[src/rtl/eca_pkg.sv]
// Shared constants and types for the elementary cellular-automaton engine.
package eca_pkg;

  localparam logic [1:0] BM_PERIODIC = 2'b00;
  localparam logic [1:0] BM_ZERO     = 2'b01;
  localparam logic [1:0] BM_ONE      = 2'b10;
  localparam logic [1:0] BM_REFLECT  = 2'b11;

  typedef enum logic [1:0] {
    S_IDLE = 2'b00,
    S_RUN  = 2'b01,
    S_DONE = 2'b10
  } fsm_e;

endpackage

[src/rtl/eca_if.sv]
// Control/status bundle between the host and the CA engine.
interface eca_if #(
  parameter int unsigned WIDTH = 20,
  parameter int unsigned CNT_W = 16
);

  logic             load;
  logic [WIDTH-1:0] init;
  logic [7:0]       rule;
  logic [1:0]       bmode;
  logic [CNT_W-1:0] nsteps;
  logic             halt_fix;
  logic             start;
  logic             stop;
  logic [WIDTH-1:0] state;
  logic [CNT_W-1:0] gen;
  logic             busy;
  logic             done;
  logic             stable;

  modport master (
    output load, init, rule, bmode, nsteps, halt_fix, start, stop,
    input  state, gen, busy, done, stable
  );

  modport slave (
    input  load, init, rule, bmode, nsteps, halt_fix, start, stop,
    output state, gen, busy, done, stable
  );

endinterface

[src/rtl/eca_next.sv]
// Combinational next-generation function: applies an 8-bit Wolfram rule to every cell
// with a selectable boundary treatment at the two edge cells.
module eca_next
  import eca_pkg::*;
#(
  parameter int unsigned WIDTH = 20
) (
  input  logic [7:0]       rule,
  input  logic [1:0]       bmode,
  input  logic [WIDTH-1:0] cur,
  output logic [WIDTH-1:0] nxt
);

  // Virtual neighbours beyond the MSB (left) and LSB (right) edges.
  logic lb;
  logic rb;

  always_comb begin
    lb = 1'b0;
    rb = 1'b0;
    case (bmode)
      BM_PERIODIC: begin
        lb = cur[0];
        rb = cur[WIDTH-1];
      end
      BM_ZERO: begin
        lb = 1'b0;
        rb = 1'b0;
      end
      BM_ONE: begin
        lb = 1'b1;
        rb = 1'b1;
      end
      BM_REFLECT: begin
        lb = cur[WIDTH-1];
        rb = cur[0];
      end
      default: begin
        lb = 1'b0;
        rb = 1'b0;
      end
    endcase
  end

  for (genvar i = 0; i < WIDTH; i++) begin : g_cell
    logic l;
    logic r;
    if (i == WIDTH - 1) begin : g_left_edge
      assign l = lb;
    end else begin : g_left_inner
      assign l = cur[i+1];
    end
    if (i == 0) begin : g_right_edge
      assign r = rb;
    end else begin : g_right_inner
      assign r = cur[i-1];
    end
    assign nxt[i] = rule[{l, cur[i], r}];
  end

endmodule

[src/rtl/eca_engine.sv]
// Elementary CA engine: runs a counted number of generations under start/stop/done
// control, with latched configuration and fixed-point detection.
module eca_engine
  import eca_pkg::*;
#(
  parameter int unsigned WIDTH = 20,
  parameter int unsigned CNT_W = 16
) (
  input logic clk,
  input logic res,
  eca_if.slave bus
);

  localparam logic [CNT_W-1:0] CntOne = CNT_W'(1);

  fsm_e             st_q, st_d;
  logic [WIDTH-1:0] state_q, state_d;
  logic [CNT_W-1:0] gen_q, gen_d;
  logic [CNT_W-1:0] rem_q, rem_d;
  logic             stable_q, stable_d;
  logic [7:0]       rule_q, rule_d;
  logic [1:0]       bmode_q, bmode_d;
  logic             halt_q, halt_d;

  logic [WIDTH-1:0] next_state;
  logic             same;

  eca_next #(
    .WIDTH(WIDTH)
  ) u_next (
    .rule (rule_q),
    .bmode(bmode_q),
    .cur  (state_q),
    .nxt  (next_state)
  );

  assign same = (next_state == state_q);

  always_comb begin
    st_d     = st_q;
    state_d  = state_q;
    gen_d    = gen_q;
    rem_d    = rem_q;
    stable_d = stable_q;
    rule_d   = rule_q;
    bmode_d  = bmode_q;
    halt_d   = halt_q;
    case (st_q)
      S_IDLE, S_DONE: begin
        if (bus.load) begin
          state_d  = bus.init;
          gen_d    = '0;
          stable_d = 1'b0;
          st_d     = S_IDLE;
        end else if (bus.start) begin
          rule_d  = bus.rule;
          bmode_d = bus.bmode;
          halt_d  = bus.halt_fix;
          rem_d   = bus.nsteps;
          st_d    = (bus.nsteps == '0) ? S_DONE : S_RUN;
        end
      end
      S_RUN: begin
        if (bus.stop) begin
          st_d = S_IDLE;
        end else begin
          state_d  = next_state;
          gen_d    = gen_q + CntOne;
          rem_d    = rem_q - CntOne;
          stable_d = same;
          // rem_q==1 means this edge commits the final requested step.
          if ((rem_q == CntOne) || (halt_q && same)) begin
            st_d = S_DONE;
          end
        end
      end
      default: st_d = S_IDLE;
    endcase
  end

  always_ff @(posedge clk or negedge res) begin
    if (!res) begin
      st_q     <= S_IDLE;
      state_q  <= '0;
      gen_q    <= '0;
      rem_q    <= '0;
      stable_q <= 1'b0;
      rule_q   <= '0;
      bmode_q  <= '0;
      halt_q   <= 1'b0;
    end else begin
      st_q     <= st_d;
      state_q  <= state_d;
      gen_q    <= gen_d;
      rem_q    <= rem_d;
      stable_q <= stable_d;
      rule_q   <= rule_d;
      bmode_q  <= bmode_d;
      halt_q   <= halt_d;
    end
  end

  assign bus.state  = state_q;
  assign bus.gen    = gen_q;
  assign bus.busy   = (st_q == S_RUN);
  assign bus.done   = (st_q == S_DONE);
  assign bus.stable = stable_q;

endmodule

[src/flat_wrapper.sv]
// flat-port wrapper written by rule: the top's interface ports become plain ports
module eca_engine_flat import eca_pkg::*;
#(
  parameter int unsigned WIDTH = 20,
  parameter int unsigned CNT_W = 16
)
  (clk, res, bus_load, bus_init, bus_rule, bus_bmode, bus_nsteps, bus_halt_fix, bus_start, bus_stop, bus_state, bus_gen, bus_busy, bus_done, bus_stable);
  eca_if #(.WIDTH(WIDTH), .CNT_W(CNT_W)) bus_i ();
  input logic clk;
  input logic res;
  input wire logic [$bits(bus_i.load)-1:0] bus_load;
  input wire logic [$bits(bus_i.init)-1:0] bus_init;
  input wire logic [$bits(bus_i.rule)-1:0] bus_rule;
  input wire logic [$bits(bus_i.bmode)-1:0] bus_bmode;
  input wire logic [$bits(bus_i.nsteps)-1:0] bus_nsteps;
  input wire logic [$bits(bus_i.halt_fix)-1:0] bus_halt_fix;
  input wire logic [$bits(bus_i.start)-1:0] bus_start;
  input wire logic [$bits(bus_i.stop)-1:0] bus_stop;
  output wire logic [$bits(bus_i.state)-1:0] bus_state;
  output wire logic [$bits(bus_i.gen)-1:0] bus_gen;
  output wire logic [$bits(bus_i.busy)-1:0] bus_busy;
  output wire logic [$bits(bus_i.done)-1:0] bus_done;
  output wire logic [$bits(bus_i.stable)-1:0] bus_stable;
  assign bus_i.load = bus_load;
  assign bus_i.init = bus_init;
  assign bus_i.rule = bus_rule;
  assign bus_i.bmode = bus_bmode;
  assign bus_i.nsteps = bus_nsteps;
  assign bus_i.halt_fix = bus_halt_fix;
  assign bus_i.start = bus_start;
  assign bus_i.stop = bus_stop;
  assign bus_state = bus_i.state;
  assign bus_gen = bus_i.gen;
  assign bus_busy = bus_i.busy;
  assign bus_done = bus_i.done;
  assign bus_stable = bus_i.stable;
  eca_engine #(.WIDTH(WIDTH), .CNT_W(CNT_W)) u_core (.clk(clk), .res(res), .bus(bus_i));
endmodule
[config.mk]
export PLATFORM = sky130hd
export DESIGN_NAME = eca_engine_flat
export DESIGN_NICKNAME = d
export VERILOG_FILES = /design/src/rtl/eca_pkg.sv /design/src/rtl/eca_if.sv /design/src/rtl/eca_next.sv /design/src/rtl/eca_engine.sv /design/src/flat_wrapper.sv
export SDC_FILE = /design/constraint.sdc
export NUM_CORES = 1
export LEC_CHECK = 0
export BUFFER_PORTS_ARGS = -buffer_cell sky130_fd_sc_hd__buf_4
export CORE_MARGIN = 2
export CORE_UTILIZATION = 55
export CTS_CLUSTER_DIAMETER = 200
export DETAILED_ROUTE_END_ITERATION = 12
export PLACE_DENSITY = 0.84
export SLEW_MARGIN = 40
export SYNTH_ARGS = -nofsm -noshare
export SYNTH_HDL_FRONTEND = slang
export SYNTH_SLANG_ARGS = --single-unit
[constraint.sdc]
create_clock -name clk -period 5 [get_ports clk]
set_input_delay 1.5 -clock clk [delete_from_list [all_inputs] [get_ports clk]]
set_output_delay 1.5 -clock clk [all_outputs]
set_load 0.05 [all_outputs]
==> flow_summary.yaml, run 1 <==
logic_synthesis:
  ys_types: 60
  syn_area_per_cell_um2: 8.89
  synth.most_common_cell: "dfrtp_1"
  syn-instance-count: 610
  ys_ff_latch: 66
  syn_nets: 665
  synth_seq_area_share: 0.305
  yosysTopAreaCell: "dfrtp_1"
  synth-edff-count: 0
  postSynth.asyncResetShare: 1.00
  synth_top_area_frac: 0.305
  yosys_warnings: 0
  synth-main-ff-cell: "dfrtp_1"
  synthesis.area_um2: 5420
  yosys-top-cells-area: "dfrtp_1 30%, mux4_2 8.3%, mux2i_1 7.2%, mux2_2 6.4%, o21ai_0 4.2%"
  synthTopCellsByCount: "66 x dfrtp_1, 56 x nand2_1, 50 x nor2_1"
placed_design:
  io_buffer_count: 90
  place_inst: 778
  gp_congestion: 0.879
  hpwlAfterDp_mm: 9.94
floorplanning:
  coreArea_um2: 9680
  die_y_um: 103
  pin_count: 91
  initial_utilization: 0.560
  rows: 36
  die-area_um2: 10700
  die_w_um: 103
timing:
  relSlewSlack: 0.431
  finClkSkew_ns: 0.00576
  period_share: 0.638
  hold_violations: 0
  finalSetupViolations: 0
  final-max-slew-violation-count: 0
  hold_slack_ns: 0.502
  rsz0062_at_grt: "false"
  tightest_slew_ns: 0.853
  post-route-min-period_ns: 3.19
  fmax_mhz: 313
  tns_ns: 0
global_routing:
  grt_pass1_vias: 4846
  antenna_found_initial: 0
  grt_pass1_wl_mm: 24.1
  grt.overflow.total: 0
  grt_start_max_net_pins: 51
  grt_use_total: 0.287
cells_and_area:
  syn_to_final_growth_pct: 15.5
  drive_gt1_frac: 0.274
  stdcell_count: 794
  nNetsFinal: 711
  diodes: 0
  fillerInstances: 768
setup_path:
  crit_required_ns: 3.50
  cp-start-kind: "register"
  cp_max_fo: 50
  criticalPathCategory: "reg -> out"
  crit_arrival_ns: 1.69
  setup.worst_path.end_class: "output pin"
clock_network:
  cts_buffers: 9
  clk_pin_slew_ns: 0.08
  clock_sinks: 66
  clk_path_buf_depth: 2
  cts_tree: "built"
  cts_hold_buf: 0
  clk_latency_ns: 0.36
  cts_resized: 0
  ctsRootBufferMaster: "clkbuf_8"
  post_cts_buffers: 0
  htree_levels: 3
route:
  drc: 0
  wl_per_cell_um: 18.5
  first_iter_violations: 548
  vias: 5111
  route.detailed.vias_per_inst: 6.44
  firstDrtPassIters: 5
  drt-total-wl_mm: 14.7
  ant_nets: 0
pwr:
  p_clk_frac: 0.163
  switchingPower_mw: 1.33
  seqPwrFrac: 0.354
  pwr-share-comb: 0.483
  powerDensity_nw_per_um2: 462
  irDropWorstVdd_mv: 0.273
  p_total_mw: 2.90
  swShare: 0.460
  leakagePower_nw: 2.63
  intPower_mw: 1.57
min_path:
  hp-class: "reg -> reg"
status:
  status: "completed"
flow_run:
  cap_violations: 0
[logic make-up after synthesis]
group                      after synthesis  synth area share
AOI/OAI and AO/OA                      160             0.185
muxes                                   95             0.241
and+or+nand+nor                        196             0.178
adders and majority gates                3           0.00693
DFF                                     66             0.305
buffers and inverters                   75            0.0600
xor gates and xnor gates                15            0.0242
[critical path: stages (launching register included)]
cell and delay (ns):
dfrtp_1 0.41, nand2b_4 0.51, clkinv_1 0.18, buf_4 0.23
[sequential cells by signal, summed over array words and instances (netlist names)]
register / flops
u_core.bus.gen: 16
u_core.bmode_q: 2
u_core.bus.state: 20
u_core.bus.stable: 1
u_core.halt_q: 1
u_core.rule_q: 8
u_core.rem_q: 16
u_core.st_q: 2
[power groups by stage]
stage,Combinational [mW],Sequential [mW],Clock [mW]
3_3_place_gp,1.32,1.00,0
2_1_floorplan,1.14,0.926,0
4_1_cts,1.39,1.01,0.477
6_report,1.40,1.03,0.472
5_1_grt,1.51,1.06,0.505
3_5_place_dp,1.38,1.02,0
[metal layers]
metal / global-route usage / share of wire
met1: 0.389 / 0.41
met2: 0.468 / 0.49
met3: 0.0612 / 0.079
met4: 0.0870 / 0.021
met5: 0 / 0
[cell usage in the layout (no fill, tap or decap), types with 6 or more instances in the layout]
master	n
a211oi_1	14
a21oi_1	44
a22oi_1	8
a31oi_1	6
buf_4	94
clkbuf_8	10
dfrtp_1	64
inv_1	14
mux2_2	31
mux2i_1	39
mux4_2	20
nand2_1	56
nand2b_1	15
nand3_1	19
nand4_1	6
nor2_1	48
nor2b_1	7
nor3_1	11
nor4_1	6
o21ai_0	46
or2_2	9
xor2_1	11
[final timing paths]
check                                  from                  end  slack (ns)  depth (start not counted)
min in group asynchronous               res  u_core.bus.state[7]        1.07                          1
max in group asynchronous               res     u_core.rule_q[7]        3.37                          2
max reg2reg                u_core.rule_q[3]       u_core.st_q[0]        2.32                          6
min                        u_core.rem_q[11]     u_core.rem_q[11]        0.50                          2
min reg2reg                u_core.rem_q[11]     u_core.rem_q[11]        0.50                          2
max                          u_core.st_q[1]             bus_busy        1.81                          3
[per-stage QoR]
step | worst slack (ns) | util | cell area (um2)
6_report | 1.81 | 0.647 | 6260
3_3_place_gp | 1.69 | 0.622 | 6030
4_1_cts | 1.82 | 0.646 | 6260
3_5_place_dp | 1.60 | 0.625 | 6060
5_1_grt | 1.69 | 0.647 | 6260
2_1_floorplan | 2.13 | - | 5420
[area by class of cell]
cell class,instances,area (um2),area share
multi-input cells,469,3460,0.552
flip-flops and latches,66,1650,0.264
repair buffers,95,726,0.116
well taps,133,166,0.0266
clock buffers,10,138,0.0220
clock inverters,6,66.3,0.0106
inverters,15,56.3,0.00899
Power figures use the tool's default switching activity.
==> run 2, diff against run 1 <==
--- a/config.mk
+++ b/config.mk
@@ -7,7 +7,7 @@
 export LEC_CHECK = 0
 export BUFFER_PORTS_ARGS = -buffer_cell sky130_fd_sc_hd__buf_4
 export CORE_MARGIN = 2
-export CORE_UTILIZATION = 55
+export CORE_UTILIZATION = 52
 export CTS_CLUSTER_DIAMETER = 200
 export DETAILED_ROUTE_END_ITERATION = 12
 export PLACE_DENSITY = 0.84
==> constraint.sdc (replaced) <==
create_clock -name clk -period 2.7 [get_ports clk]
set_input_delay 0.81 -clock clk [delete_from_list [all_inputs] [get_ports clk]]
set_output_delay 0.81 -clock clk [all_outputs]
set_load 0.05 [all_outputs]
==> run 2 against run 1 <==
  * First-iteration DRC count decreased by 3.1%
  * Combinational power increased by 100%
  * Critical path depth is 3 higher
  * Global-route usage down 1.9 points
  * Wire length fell by 0.41%
  * Critical path type is now reg -> reg
  * Largest cell class unchanged
==> flow_summary.yaml, run 2 (same netlist as run 1, synthesis figures left out) <==
floorplanning:
  pin_count: 91
  coreArea_um2: 10200
  die-area_um2: 11300
  die_y_um: 106
  initial_utilization: 0.530
  rows: 37
  die_w_um: 106
global_routing:
  antenna_found_initial: 0
  grt_pass1_vias: 4857
  grt_pass1_wl_mm: 24.0
  grt.overflow.total: 0
  grt_start_max_net_pins: 50
  grt_use_total: 0.269
cells_and_area:
  fin_util: 0.622
  diodes: 0
  largest_register_ffs: 20
  syn_to_final_growth_pct: 17.5
  final_cell_mix: "112 x buf_4, 65 x dfrtp_1, 56 x nand2_1"
  fillerInstances: 836
  drive_gt1_frac: 0.290
  nNetsFinal: 729
  layout.cells.most_common: "buf_4"
pwr:
  irDropWorstVdd_mv: 0.475
  intPower_mw: 2.86
  swShare: 0.466
  seqPwrFrac: 0.326
  pwr-share-comb: 0.529
  powerDensity_nw_per_um2: 841
  leakagePower_nw: 2.70
  switchingPower_mw: 2.50
  p_clk_frac: 0.145
clock_network:
  clk_pin_slew_ns: 0.08
  ctsRootBufferMaster: "clkbuf_8"
  cts_hold_buf: 0
  clock_sinks: 66
  clk_path_buf_depth: 2
  clk_latency_ns: 0.37
  post_cts_buffers: 0
  cts_resized: 0
  htree_levels: 3
  cts_buffers: 9
  cts_tree: "built"
route:
  wl_met2_mm: 7.04
  drt-total-wl_mm: 14.7
  firstDrtPassIters: 5
  ant_nets: 0
  drc: 0
  wl_met1_mm: 6.18
  wl_per_cell_um: 18.0
  route.detailed.vias_per_inst: 6.28
  top_layer: "met4"
  first_iter_violations: 531
  vias: 5119
  dr_wl_met3_mm: 1.01
min_path:
  hp-class: "in -> async"
placed_design:
  gp_congestion: 0.889
  io_buffer_count: 90
  hpwlAfterDp_mm: 10.3
setup_path:
  cp-start-kind: "register"
  crit_arrival_ns: 2.82
  setup.worst_path.end_class: "register"
  cp_max_fo: 25
  criticalPathCategory: "reg -> reg"
  crit_required_ns: 2.95
timing:
  hold_slack_ns: 0.393
  hold_violations: 0
  tns_ns: 0
  tightest_slew_ns: 0.851
  post-route-min-period_ns: 2.57
  rsz0062_at_grt: "false"
  fmax_mhz: 390
  final-max-slew-violation-count: 0
  finalSetupViolations: 0
  period_share: 0.951
  relSlewSlack: 0.433
  finClkSkew_ns: 0.0102
status:
  status: "completed"
flow_run:
  cap_violations: 0
[run 2: cell count changes in the layout (fill, tap and decap cells not counted), sizes merged]
cell      delta
clkinvlp     +1
bufinv       -1
buf         +18
[run 2: area by class of cell]
type	count	area [um2]	area share
multi-input cells	469	3460	0.543
flip-flops and latches	66	1650	0.260
repair buffers	113	861	0.135
well taps	136	170	0.0267
clock buffers	10	128	0.0200
inverters	15	56.3	0.00884
clock inverters	6	43.8	0.00688
[run 2: power groups by stage]
| stage | Combinational [mW] | Sequential, mW | Clock, mW |
|---|---|---|---|
| final | 2.83 | 1.75 | 0.775 |
| after CTS | 2.82 | 1.72 | 0.782 |
| after global placement | 2.71 | 1.72 | 0 |
| after detailed placement | 2.80 | 1.74 | 0 |
| after floorplan | 2.11 | 1.71 | 0 |
| after global routing | 3.07 | 1.79 | 0.825 |
[run 2: worst paths after layout]
path                       slack [ns]              from                  end  cells past startpoint
hold reg to reg                  0.51  u_core.rem_q[11]     u_core.rem_q[11]                      2
setup / recovery                 0.13  u_core.rule_q[6]       u_core.st_q[0]                      6
min in group clk                 0.51  u_core.rem_q[11]     u_core.rem_q[11]                      2
max in group asynchronous        1.77               res  u_core.bus.state[0]                      2
hold / removal                   0.39               res   u_core.bus.gen[13]                      1
setup reg to reg                 0.13  u_core.rule_q[6]       u_core.st_q[0]                      6
[run 2: critical path, stage by stage, from the launching register on]
cell and delay [ns]:
dfrtp_1 0.90, mux2i_1 0.20, mux4_2 0.52, nand4b_4 0.21, nor4b_4 0.24, o2111ai_2 0.19
a2bb2oi_1 0.18
[run 2: per-stage QoR]
step | total power, mW | instances | area [um2] | worst slack [ns]
2_1_floorplan | 3.82 | 610 | 5420 | 0.217
3_3_place_gp | 4.43 | 798 | 6170 | 0.230
3_5_place_dp | 4.55 | 799 | 6190 | 0.194
4_1_cts | 5.32 | 815 | 6370 | 0.179
5_1_grt | 5.69 | 815 | 6370 | 0.0134
6_report | 5.36 | 815 | 6370 | 0.134
[run 2: metal layers]
layer	up-vias	track usage
met3	38	0.0423
met5	-	0
met1	2471	0.363
met2	245	0.430
li1	2365	-
met4	0	0.114
